File: src/rtl/reg_writeback_ctrl_if.sv
// reg_writeback_ctrl_if: producer, register-file and bypass signals of the writeback controller
interface reg_writeback_ctrl_if #(
    parameter int DATA_W = 32,
    parameter int ADDR_W = 5
);
    logic              MEM_Valid;
    logic [ADDR_W-1:0] MEM_DR;
    logic [DATA_W-1:0] MEM_Data;
    logic              ALU_Valid;
    logic [ADDR_W-1:0] ALU_DR;
    logic [DATA_W-1:0] ALU_Data;
    logic              Stall;
    logic              RegW;
    logic [ADDR_W-1:0] DR;
    logic [DATA_W-1:0] Reg_In;
    logic [ADDR_W-1:0] Q_SR;
    logic              Q_Hit;
    logic [DATA_W-1:0] Q_Data;
    logic              Empty;

    modport master (
        output MEM_Valid, MEM_DR, MEM_Data, ALU_Valid, ALU_DR, ALU_Data, Q_SR,
        input  Stall, RegW, DR, Reg_In, Q_Hit, Q_Data, Empty
    );

    modport slave (
        input  MEM_Valid, MEM_DR, MEM_Data, ALU_Valid, ALU_DR, ALU_Data, Q_SR,
        output Stall, RegW, DR, Reg_In, Q_Hit, Q_Data, Empty
    );
endinterface

File: src/rtl/reg_writeback_ctrl.sv
// reg_writeback_ctrl: in-order pending-write queue draining one register-file write per cycle, with bypass lookup
module reg_writeback_ctrl #(
    parameter int DATA_W = 32,
    parameter int ADDR_W = 5,
    parameter int DEPTH  = 4
) (
    input logic                CLK,
    input logic                RST_n,
    reg_writeback_ctrl_if.slave bus
);
    localparam int PW = $clog2(DEPTH);
    localparam int CW = PW + 1;

    logic [ADDR_W-1:0] dr_q   [DEPTH];
    logic [DATA_W-1:0] data_q [DEPTH];
    logic [PW-1:0]     rd_ptr, wr_ptr, alu_slot, idx;
    logic [CW-1:0]     count;
    logic              mem_en, alu_en, hit;
    logic [DATA_W-1:0] hit_data;

    // Keep two slots free so a dual issue can always be absorbed; $0 writes are dropped
    assign bus.Stall = count > CW'(DEPTH - 2);
    assign mem_en    = !bus.Stall && bus.MEM_Valid && bus.MEM_DR != '0;
    assign alu_en    = !bus.Stall && bus.ALU_Valid && bus.ALU_DR != '0;
    assign alu_slot  = wr_ptr + PW'(mem_en);
    assign bus.Empty = count == '0 && !bus.RegW;

    // Queue storage: MEM (older) lands at the tail, ALU right behind it
    always_ff @(posedge CLK) begin
        if (mem_en) begin
            dr_q[wr_ptr]   <= bus.MEM_DR;
            data_q[wr_ptr] <= bus.MEM_Data;
        end
        if (alu_en) begin
            dr_q[alu_slot]   <= bus.ALU_DR;
            data_q[alu_slot] <= bus.ALU_Data;
        end
    end

    // Pointers, occupancy and the registered register-file write port
    always_ff @(posedge CLK) begin
        if (!RST_n) begin
            count      <= '0;
            rd_ptr     <= '0;
            wr_ptr     <= '0;
            bus.RegW   <= 1'b0;
            bus.DR     <= '0;
            bus.Reg_In <= '0;
        end else begin
            wr_ptr   <= wr_ptr + PW'(mem_en) + PW'(alu_en);
            count    <= count + CW'(mem_en) + CW'(alu_en) - CW'(count != '0);
            bus.RegW <= count != '0;
            if (count != '0) begin
                bus.DR     <= dr_q[rd_ptr];
                bus.Reg_In <= data_q[rd_ptr];
                rd_ptr     <= rd_ptr + PW'(1);
            end
        end
    end

    // Bypass: in-flight write first, then queue oldest to youngest so the youngest match wins
    always_comb begin
        hit      = bus.RegW && bus.DR == bus.Q_SR;
        hit_data = bus.Reg_In;
        idx      = '0;
        for (int i = 0; i < DEPTH; i++) begin
            idx = rd_ptr + PW'(i);
            if (CW'(i) < count && dr_q[idx] == bus.Q_SR) begin
                hit      = 1'b1;
                hit_data = data_q[idx];
            end
        end
        bus.Q_Hit  = hit && bus.Q_SR != '0;
        bus.Q_Data = bus.Q_Hit ? hit_data : '0;
    end
endmodule

File: src/flat_wrapper.sv
// flat-port wrapper written by rule: the top's interface ports become plain ports
module reg_writeback_ctrl_flat 
#(
    parameter int DATA_W = 32,
    parameter int ADDR_W = 5,
    parameter int DEPTH  = 4
)
  (CLK, RST_n, bus_MEM_Valid, bus_MEM_DR, bus_MEM_Data, bus_ALU_Valid, bus_ALU_DR, bus_ALU_Data, bus_Q_SR, bus_Stall, bus_RegW, bus_DR, bus_Reg_In, bus_Q_Hit, bus_Q_Data, bus_Empty);
  reg_writeback_ctrl_if #(.DATA_W(DATA_W), .ADDR_W(ADDR_W)) bus_i ();
  input logic CLK;
  input logic RST_n;
  input wire logic [$bits(bus_i.MEM_Valid)-1:0] bus_MEM_Valid;
  input wire logic [$bits(bus_i.MEM_DR)-1:0] bus_MEM_DR;
  input wire logic [$bits(bus_i.MEM_Data)-1:0] bus_MEM_Data;
  input wire logic [$bits(bus_i.ALU_Valid)-1:0] bus_ALU_Valid;
  input wire logic [$bits(bus_i.ALU_DR)-1:0] bus_ALU_DR;
  input wire logic [$bits(bus_i.ALU_Data)-1:0] bus_ALU_Data;
  input wire logic [$bits(bus_i.Q_SR)-1:0] bus_Q_SR;
  output wire logic [$bits(bus_i.Stall)-1:0] bus_Stall;
  output wire logic [$bits(bus_i.RegW)-1:0] bus_RegW;
  output wire logic [$bits(bus_i.DR)-1:0] bus_DR;
  output wire logic [$bits(bus_i.Reg_In)-1:0] bus_Reg_In;
  output wire logic [$bits(bus_i.Q_Hit)-1:0] bus_Q_Hit;
  output wire logic [$bits(bus_i.Q_Data)-1:0] bus_Q_Data;
  output wire logic [$bits(bus_i.Empty)-1:0] bus_Empty;
  assign bus_i.MEM_Valid = bus_MEM_Valid;
  assign bus_i.MEM_DR = bus_MEM_DR;
  assign bus_i.MEM_Data = bus_MEM_Data;
  assign bus_i.ALU_Valid = bus_ALU_Valid;
  assign bus_i.ALU_DR = bus_ALU_DR;
  assign bus_i.ALU_Data = bus_ALU_Data;
  assign bus_i.Q_SR = bus_Q_SR;
  assign bus_Stall = bus_i.Stall;
  assign bus_RegW = bus_i.RegW;
  assign bus_DR = bus_i.DR;
  assign bus_Reg_In = bus_i.Reg_In;
  assign bus_Q_Hit = bus_i.Q_Hit;
  assign bus_Q_Data = bus_i.Q_Data;
  assign bus_Empty = bus_i.Empty;
  reg_writeback_ctrl #(.DATA_W(DATA_W), .ADDR_W(ADDR_W), .DEPTH(DEPTH)) u_core (.CLK(CLK), .RST_n(RST_n), .bus(bus_i));
endmodule
File: config.mk
export PLATFORM = sky130hd
export DESIGN_NAME = reg_writeback_ctrl_flat
export DESIGN_NICKNAME = d
export VERILOG_FILES = /design/src/rtl/reg_writeback_ctrl_if.sv /design/src/rtl/reg_writeback_ctrl.sv /design/src/flat_wrapper.sv
export SDC_FILE = /design/constraint.sdc
export NUM_CORES = 1
export LEC_CHECK = 0
export CORE_ASPECT_RATIO = 1.75
export CORE_MARGIN = 3
export CORE_UTILIZATION = 47
export CTS_CLUSTER_SIZE = 12
export DETAILED_ROUTE_END_ITERATION = 12
export GPL_TIMING_DRIVEN = 1
export PLACE_DENSITY = 0.8
export SETUP_SLACK_MARGIN = 0.4
export SLEW_MARGIN = 0
export SYNTH_ARGS = -nofsm -noshare
export SYNTH_HDL_FRONTEND = slang
export SYNTH_SLANG_ARGS = --single-unit
File: constraint.sdc
create_clock -name CLK -period 4.8 [get_ports CLK]
set_clock_uncertainty 0.2 [all_clocks]
set_input_delay 1.44 -clock CLK [delete_from_list [all_inputs] [get_ports CLK]]
set_output_delay 1.44 -clock CLK [all_outputs]
set_load 0.02 [all_outputs]
After elaboration in Yosys (flattened, before gate mapping) --
Memory sizes are Yosys's and may differ from the RTL's. A register that Yosys moved wholly into a read port is not among the register bits. Cells that the tools add are included.
Word-level totals: register bits after elaboration 45, latch bits 0, RAM bits 148, memory bits (read-only) 0, input bits 83, output and inout bits 73, memories 2
Memories:
- u_core.data_q | depth 4, width 32, rd ports 4, clocked after Yosys merged registers in 1, write ports 2, RTL line reg_writeback_ctrl.sv:15 | logic [DATA_W-1:0] data_q [DEPTH];
- u_core.dr_q | depth 4, width 5, rd ports 4, clocked after Yosys merged registers in 1, write ports 2, RTL line reg_writeback_ctrl.sv:14 | logic [ADDR_W-1:0] dr_q [DEPTH];
Operators by class: add/subtract/negate cells 8, multiply operators 0, div/mod/pow operators 0, magnitude comparators 5, equal/unequal tests 5, shift operators 0, muxes and demuxes 17, bitwise logic cells 0, reductions and logical operators 18
Operators by type and width (number):
- 32-bit two-way mux | 5
- 5-bit equality test | 5
- 5-bit nonzero test | 3
- 1-bit logical AND | 11
- 1-bit two-way mux | 8
- 2-bit two-way mux | 4
- 3-bit by 1-bit adder with 3-bit output | 2
- 1-bit by 3-bit < comparator with 1-bit output (first input constant) | 2
- 2-bit by 3-bit < comparator with 1-bit output (first input constant) | 2
- 2-bit by 1-bit adder with 2-bit output | 2
- 2-bit adder (second input constant) | 2
- 3-bit by 2-bit > comparator with 1-bit output (second input constant) | 1
- 3-bit logical NOT | 1
- 3-bit nonzero test | 1
- 3-bit by 1-bit subtractor with 3-bit output | 1
- 2-bit by 1-bit adder with 2-bit output (second input constant) | 1
- 1-bit logical NOT | 2

Logic depth before layout (Yosys ltp) --
Gate-level depths: netlist of run 1. An unclocked memory read counts as a cell.
depth in word-level cells 9, depth in mapped cells 11, mapped depth without buffers 11

Worst setup path after synthesis of run 1 --
No wires, ideal clock.
path kind input-to-reg, from input port bus_MEM_DR[1], to memory u_core.data_q[2][0] (enable), setup time 0.439 ns, arrival 4.418 ns, required time 4.161 ns, setup slack -0.257 ns, cell stages on the path 8, buffers on the path 2, cell sequence or3_1 > o311a_1 > ha_1 > xnor2_1 > nor3_1 > clkbuf_1 > clkbuf_1 > o21bai_1
RTL lines:
- start: declaration | RTL line flat_wrapper.sv:13 | input wire logic [$bits(bus_i.MEM_DR)-1:0] bus_MEM_DR;
- end: declaration | RTL line reg_writeback_ctrl.sv:15

Worst setup path after layout of run 1 --
from input port bus_Q_SR[0], to output port bus_Q_Data[27]
Between the ends: longest elaborated chain between the ends 8
Ends and longest elaborated chain:
- start: declaration | RTL line flat_wrapper.sv:18 | input wire logic [$bits(bus_i.Q_SR)-1:0] bus_Q_SR;
- 5-bit equality test, on equally long branches | RTL line reg_writeback_ctrl.sv:63, reg_writeback_ctrl.sv:68
- 1-bit logical AND, on equally long branches | RTL line reg_writeback_ctrl.sv:63, reg_writeback_ctrl.sv:68
- 1-bit two-way mux (4 in a row) | RTL line reg_writeback_ctrl.sv:68 | if (CW'(i) < count && dr_q[idx] == bus.Q_SR) begin
- 1-bit logical AND | RTL line reg_writeback_ctrl.sv:73 | bus.Q_Hit = hit && bus.Q_SR != '0;
- 32-bit two-way mux * | RTL line reg_writeback_ctrl.sv:74 | bus.Q_Data = bus.Q_Hit ? hit_data : '0;
- end: declaration | RTL line flat_wrapper.sv:24 | output wire logic [$bits(bus_i.Q_Data)-1:0] bus_Q_Data;
Mark *: on every way between the ends. The rest lies on a longest branch, timed or not.

==> results of run 1 <==
## layout make-up
class                           instances  area [um^2]
Timing Repair Buffer                  262         2875
Clock buffer                           18        429.2
Fill cell                            2148        10660
Tap cell                              373        466.7
Multi-Input combinational cell        680         8152
Clock inverter                         14        138.9
Inverter                               12        52.55
Sequential cell                       195         5398
## where the power goes
group	internal [mW]	leakage (nW)	switching (mW)	total (mW)
Sequential	2.58	1.75	0.553	3.13
Clock	0.764	0.277	0.659	1.42
Combinational	3.35	4.00	3.08	6.43
## layer usage
| metal | global-route usage, % | vias to the layer above | share of wire (%) |
|---|---|---|---|
| li1 | - | 4246 | - |
| met1 | 26.53 | 5109 | 33 |
| met3 | 5.168 | 123 | 5.5 |
| met4 | 13.60 | 2 | 5.1 |
| met5 | 0 | - | 0.033 |
| met2 | 47.28 | 438 | 56 |
## registers in the layout, indices dropped and copies added, names as in the netlist, named ones only
name,count
u_core.bus.DR,5
u_core.bus.RegW,1
u_core.bus.Reg_In,32
u_core.count,3
u_core.data_q,128
u_core.dr_q,20
u_core.rd_ptr,2
u_core.wr_ptr,2
## kinds of logic after synthesis
kind of cell             count (synthesis)
XOR/XNOR                                30
multiplexers                           328
AND/OR/NAND/NOR                        173
buffers and inverters                  104
flip-flops                             195
adder cells (fa/ha/maj)                  7
AO/OA/AOI/OAI                          142
## layout by cell type, fill, tap and decap left out, drive strengths merged, types with 13 or more instances in the layout
cell	Yosys	routed
a211o	33	33
mux4	148	148
nand2	80	80
nor2	68	68
a21boi	69	69
edfxtp	148	148
inv	12	13
clkbuf	41	18
xnor2	24	24
a211oi	32	32
buf	51	143
clkdlybuf4s50	0	116
mux2i	32	32
dfxtp	47	47
mux2	148	148
## worst max-delay path: stages
cell,delay (ps)
dlygate4sd2_1,250
buf_4,150
xnor2_2,180
nand4_1,170
nor3_4,200
buf_12,190
o31ai_4,80
buf_6,140
buf_12,130
buf_12,130
a211oi_4,240
buf_6,150
## worst max path at each step
stage	slack, ps	start	end
final	-310	bus_Q_SR[0]	bus_Q_Data[27]
after global placement	-1240	bus_Q_SR[4]	bus_Q_Data[10]
after global routing	-360	bus_Q_SR[3]	bus_Q_Data[27]
after detailed placement	-1250	bus_Q_SR[1]	bus_Q_Data[7]
after CTS	-340	bus_Q_SR[3]	bus_Q_Data[3]
after floorplan	-200	bus_MEM_DR[1]	u_core.data_q[3][0]
## stage by stage
step	worst slack (ps)	cell area (um^2)	cells
CTS	-336.3	17460	1552
floorplan	-203.4	13990	979
global route	-358.4	17510	1554
global placement	-1242	16470	1504
detailed placement	-1253	16470	1504
finish	-307.6	17510	1554
## repair_timing
action | 4_1_cts | 5_1_grt
resized for setup | 251 | 10
cloned | 3 | 0
pin swaps | 32 | 12
endpoints found under the hold margin | 0 | 0
buffers inserted | 13 | 2
endpoints found under the setup margin | 33 | 33
==> impl_metrics.toml, run 1 <==
[outcome]
status = "finished with violations"
violations = "setup timing"

[clock_network]
worstSkewPairLatency_ps = 450
cts_hold_buffers = 0
cts_max_level = 4
cts_tree = "done"
cts-buffers-inserted = 17
clockBufferDepth = 2
clock_sinks = 195
root_buffer = "clkbuf_16"
clk_pin_slew_worst_paths_ps = 70

[floorplan]
fp.dieH_um = 230.9
dieArea_um2 = 31050
dieWidth_um = 134.5
rows = 81
fp.coreArea_um2 = 28170
ios = 156
initial_utilization_pct = 48.20

[sta]
fmax_mhz = 195.8
tightest_slew_ps = 1098
setup_viol = 33
fin_crit_sh_pct = 106.4
fin_crit_ps = 5108
slew_viol_final = 0
slew-limit-headroom_pct = 26.83
hold_ws_ps = 285.8
timing.final.ws_setup_ps = -307.6
hold_viol_final = 0
fin_setup_tns_ps = -7652
rsz0062_at_grt = "true"

[placed_design]
place_hpwl_mm = 26.04
place.gp.congestion = 0.8129
io_buffers = 155

[global_route]
grt_pass1_wl_mm = 60.09
grt_max_degree = 99
grt_antenna_before_repair = 1
grt_pass1_vias = 10610
grtUsageTotal_pct = 25.46
overflow = 0

[logic_synthesis]
yosys.area_share.simple_pct = 5.279
yosysTopAreaCellShare_pct = 32.73
synth_common_cells = "148 x edfxtp_1, 145 x mux4_2, 124 x mux2_2"
synth-compound-area-share_pct = 9.434
synth_area_leaders = "edfxtp_1 33%, mux4_2 24%, mux2_2 10%"
async_reset_ff_share_pct = 0
yosysUniqueCellTypes = 43
synth.most_common_cell = "edfxtp_1"
seq_area_frac_synth_pct = 39.65
synth_cells = 979
synth_flop_cell = "edfxtp_1"
synth_xor_area_share_pct = 1.935
synthMuxAreaShare_pct = 39.26
synthAdderAreaFrac_pct = 0.7555
syn_area_um2 = 13580
synth_edf_count = 148
synth_seq_cells = 195
synth_fp_nets = 1069
synth_top_family_by_area = "multiplexers"
postSynthAreaPerCell_um2 = 13.87
post-synth-top-area-cell = "edfxtp_1"
yosys_warnings = 0

[worst_setup_path]
required_ps = 3160
r2r_end = "u_core.data_q[0][3]"
cp_max_fo = 11
r2r-start = "u_core.count[1]"
crit_arrival_ps = 3470
r2r_slack_ps = 1500
critPathKind = "input port to output port"
ff2ff_path_depth = 9
critPathLaunchType = "input port"
end_kind = "output port"

[layout]
drive_gt1_share_pct = 43.18
syn_to_final_growth_pct = 28.95
fin_util_pct = 62.15
n_antenna_cell = 0
nets = 1258

[power_and_ir_drop]
p_leak_nw = 6.033
ir_worst_vdd_v = 0.0005971
p_total_mw = 10.99
power.density_nw_per_um2 = 627.4

[worst_hold_path]
whs_endpoint = "u_core.bus.Reg_In[23]"
holdPathStages = 2
hp-start = "u_core.bus.Reg_In[23]"
hold_class = "register to register"

[drt]
viasPerCell = 6.382
drt_wl_total_mm = 38.89
vias = 9918
drt-initial-drc-count = 737
dr.pass1.iters = 5
ant_nets = 0
remaining_drc_errors = 0
drt-wirelength-per-cell_um = 25.03

[flow_run]
drv_cap = 0
Note: power is estimated with default switching activity, not from simulation.
==> inputs of run 2 (changes only) <==
--- a/config.mk
+++ b/config.mk
@@ -7,3 +7,2 @@
 export LEC_CHECK = 0
-export CORE_ASPECT_RATIO = 1.75
 export CORE_MARGIN = 3
==> constraint.sdc (replaced) <==
create_clock -name CLK -period 4.8 [get_ports CLK]
set_clock_uncertainty 0.2 [all_clocks]
set_input_delay 0.96 -clock CLK [delete_from_list [all_inputs] [get_ports CLK]]
set_output_delay 0.96 -clock CLK [all_outputs]
set_load 0.02 [all_outputs]
==> run 2 against run 1 <==
- the flow now finishes without violations
- highest routed layer unchanged
- via count is 2.3% lower
- sequential power hardly changed
- largest power group unchanged
- cell area is 4.0% lower
==> impl_metrics.toml, run 2 (same netlist as run 1, synthesis figures left out) <==
[outcome]
status = "complete, no violations"

[layout]
largest_reg_flops = 128
largest-register = "u_core.data_q"
largestRegisters = "u_core.data_q (128), u_core.bus.Reg_In (32), u_core.dr_q (20)"
nets = 1223
final_cell_mix = "148 x edfxtp_1, 146 x mux4_2, 124 x mux2_2"
fin_cells = 1525
drive_gt1_share_pct = 40.84
layout_commonest_cell = "edfxtp_1"
syn_to_final_growth_pct = 23.73
fin_util_pct = 59.67

[drt]
vias = 9685
viasPerCell = 6.351
remaining_drc_errors = 0
drt-initial-drc-count = 1015
drt-wirelength-per-cell_um = 24.09
ant_nets = 0
dr.pass1.iters = 5
drt_wl_total_mm = 36.74

[global_route]
overflow = 0
grt_max_degree = 51
grt_pass1_wl_mm = 55.98
grtUsageTotal_pct = 23.32
grt_antenna_before_repair = 2
grt_pass1_vias = 9950

[sta]
fin_crit_ps = 4465
hold_ws_ps = 284.1
slew-limit-headroom_pct = 20.90
slew_viol_final = 0
rsz0062_at_grt = "true"
fin_setup_tns_ps = 0
fin_crit_sh_pct = 93.01
tightest_slew_ps = 1183
setup_viol = 0
fmax_mhz = 224.0
timing.final.ws_setup_ps = 335.3
hold_viol_final = 0

[worst_hold_path]
holdPathStages = 2
hp-start = "u_core.bus.Reg_In[4]"
hold_class = "register to register"
whs_endpoint = "u_core.bus.Reg_In[4]"

[floorplan]
fp.dieH_um = 176.0
dieArea_um2 = 30970
rows = 61
fp.coreArea_um2 = 28160
dieWidth_um = 176.0
ios = 156
initial_utilization_pct = 48.22

[clock_network]
cts_max_level = 4
cts-buffers-inserted = 17
clk_pin_slew_worst_paths_ps = 80
worstSkewPairLatency_ps = 440
root_buffer = "clkbuf_16"
cts_tree = "done"
clockBufferDepth = 2
clock_sinks = 195
cts_hold_buffers = 0

[worst_setup_path]
crit_chain = "buf_6, buf_4, mux4_2, xnor2_1, nand4_1, nor3_4, buf_6, o31ai_4, buf_12, buf_12, clkbuf_16, a211oi_2, buf_4"
crit_arrival_ps = 3300
r2r_slack_ps = 1240
critPathKind = "register to output port"
r2r_end = "u_core.data_q[2][16]"
required_ps = 3640
r2r-start = "u_core.count[1]"
critPathLaunchType = "register"
ff2ff_path_depth = 9
end_kind = "output port"
slowest_delay_ps = 520
cp_max_fo = 8
crit_path_top_delay_cell = "mux4_2"

[power_and_ir_drop]
p_leak_nw = 5.752
power.density_nw_per_um2 = 630.9
ir_worst_vdd_v = 0.0004007

[flow_run]
drv_cap = 0

[placed_design]
pre_cts_ws_ps = -272.1
io_buffers = 155
place_hpwl_mm = 23.15
place.gp.congestion = 0.7965
dp.cells = 1469
-- run 2: critical path: cells and delay by family, from the launching register on --
kind | cells | cell delay (ps)
buffers and inverters | 7 | 1060
multiplexers | 1 | 520
flip-flops | 1 | 450
AND/OR/NAND/NOR | 2 | 360
AO/OA/AOI/OAI | 2 | 280
XOR/XNOR | 1 | 190
-- run 2: per-layer routing --
metal / track usage, % / vias up / share of wire, %
met1: 28.99 / 4948 / 39
met2: 40.09 / 464 / 51
met3: 5.290 / 84 / 7.5
met5: 0 / - / 0.073
met4: 8.479 / 4 / 2.5
li1: - / 4185 / -
-- run 2: worst max-delay path by stage --
stage / to / startpoint / depth (start not counted)
detailed placement: bus_Q_Data[2] / bus_Q_SR[4] / 9
floorplan: u_core.data_q[1][0] / bus_MEM_DR[1] / 5
global route: bus_Q_Data[14] / u_core.rd_ptr[0] / 13
CTS: bus_Q_Data[18] / u_core.rd_ptr[0] / 11
finish: bus_Q_Data[14] / u_core.rd_ptr[0] / 13
global placement: bus_Q_Data[17] / bus_Q_SR[2] / 10
-- run 2: report_power, final --
part	leakage, nW	switching, mW	internal [mW]
registers	1.75	0.571	2.59
logic	3.71	2.88	3.10
clock network	0.283	0.685	0.784
-- run 2: through the flow --
| stage | power (mW) | instance area [um^2] |
|---|---|---|
| after global placement | 8.597 | 15740 |
| final | 10.60 | 16800 |
| after floorplan | 7.026 | 13590 |
| after global routing | 11.15 | 16800 |
| after detailed placement | 8.738 | 15740 |
| after CTS | 10.35 | 16460 |
-- run 2: timing repair --
| item | CTS | global route |
|---|---|---|
| setup buffers | 15 | 5 |
| setup endpoints to repair | 33 | 33 |
| cloned | 1 | 2 |
| pin swaps | 6 | 7 |
| gates resized for setup | 151 | 79 |
-- run 2: layout make-up --
cell class	instances	area [um^2]
inverter	12	45.04
fill	2135	11360
multi-input combinational	680	7956
clock buffer	17	425.4
tap	378	473.0
sequential	195	5398
timing repair buffer	227	2331
antenna	1	2.502
clock inverter	15	172.7
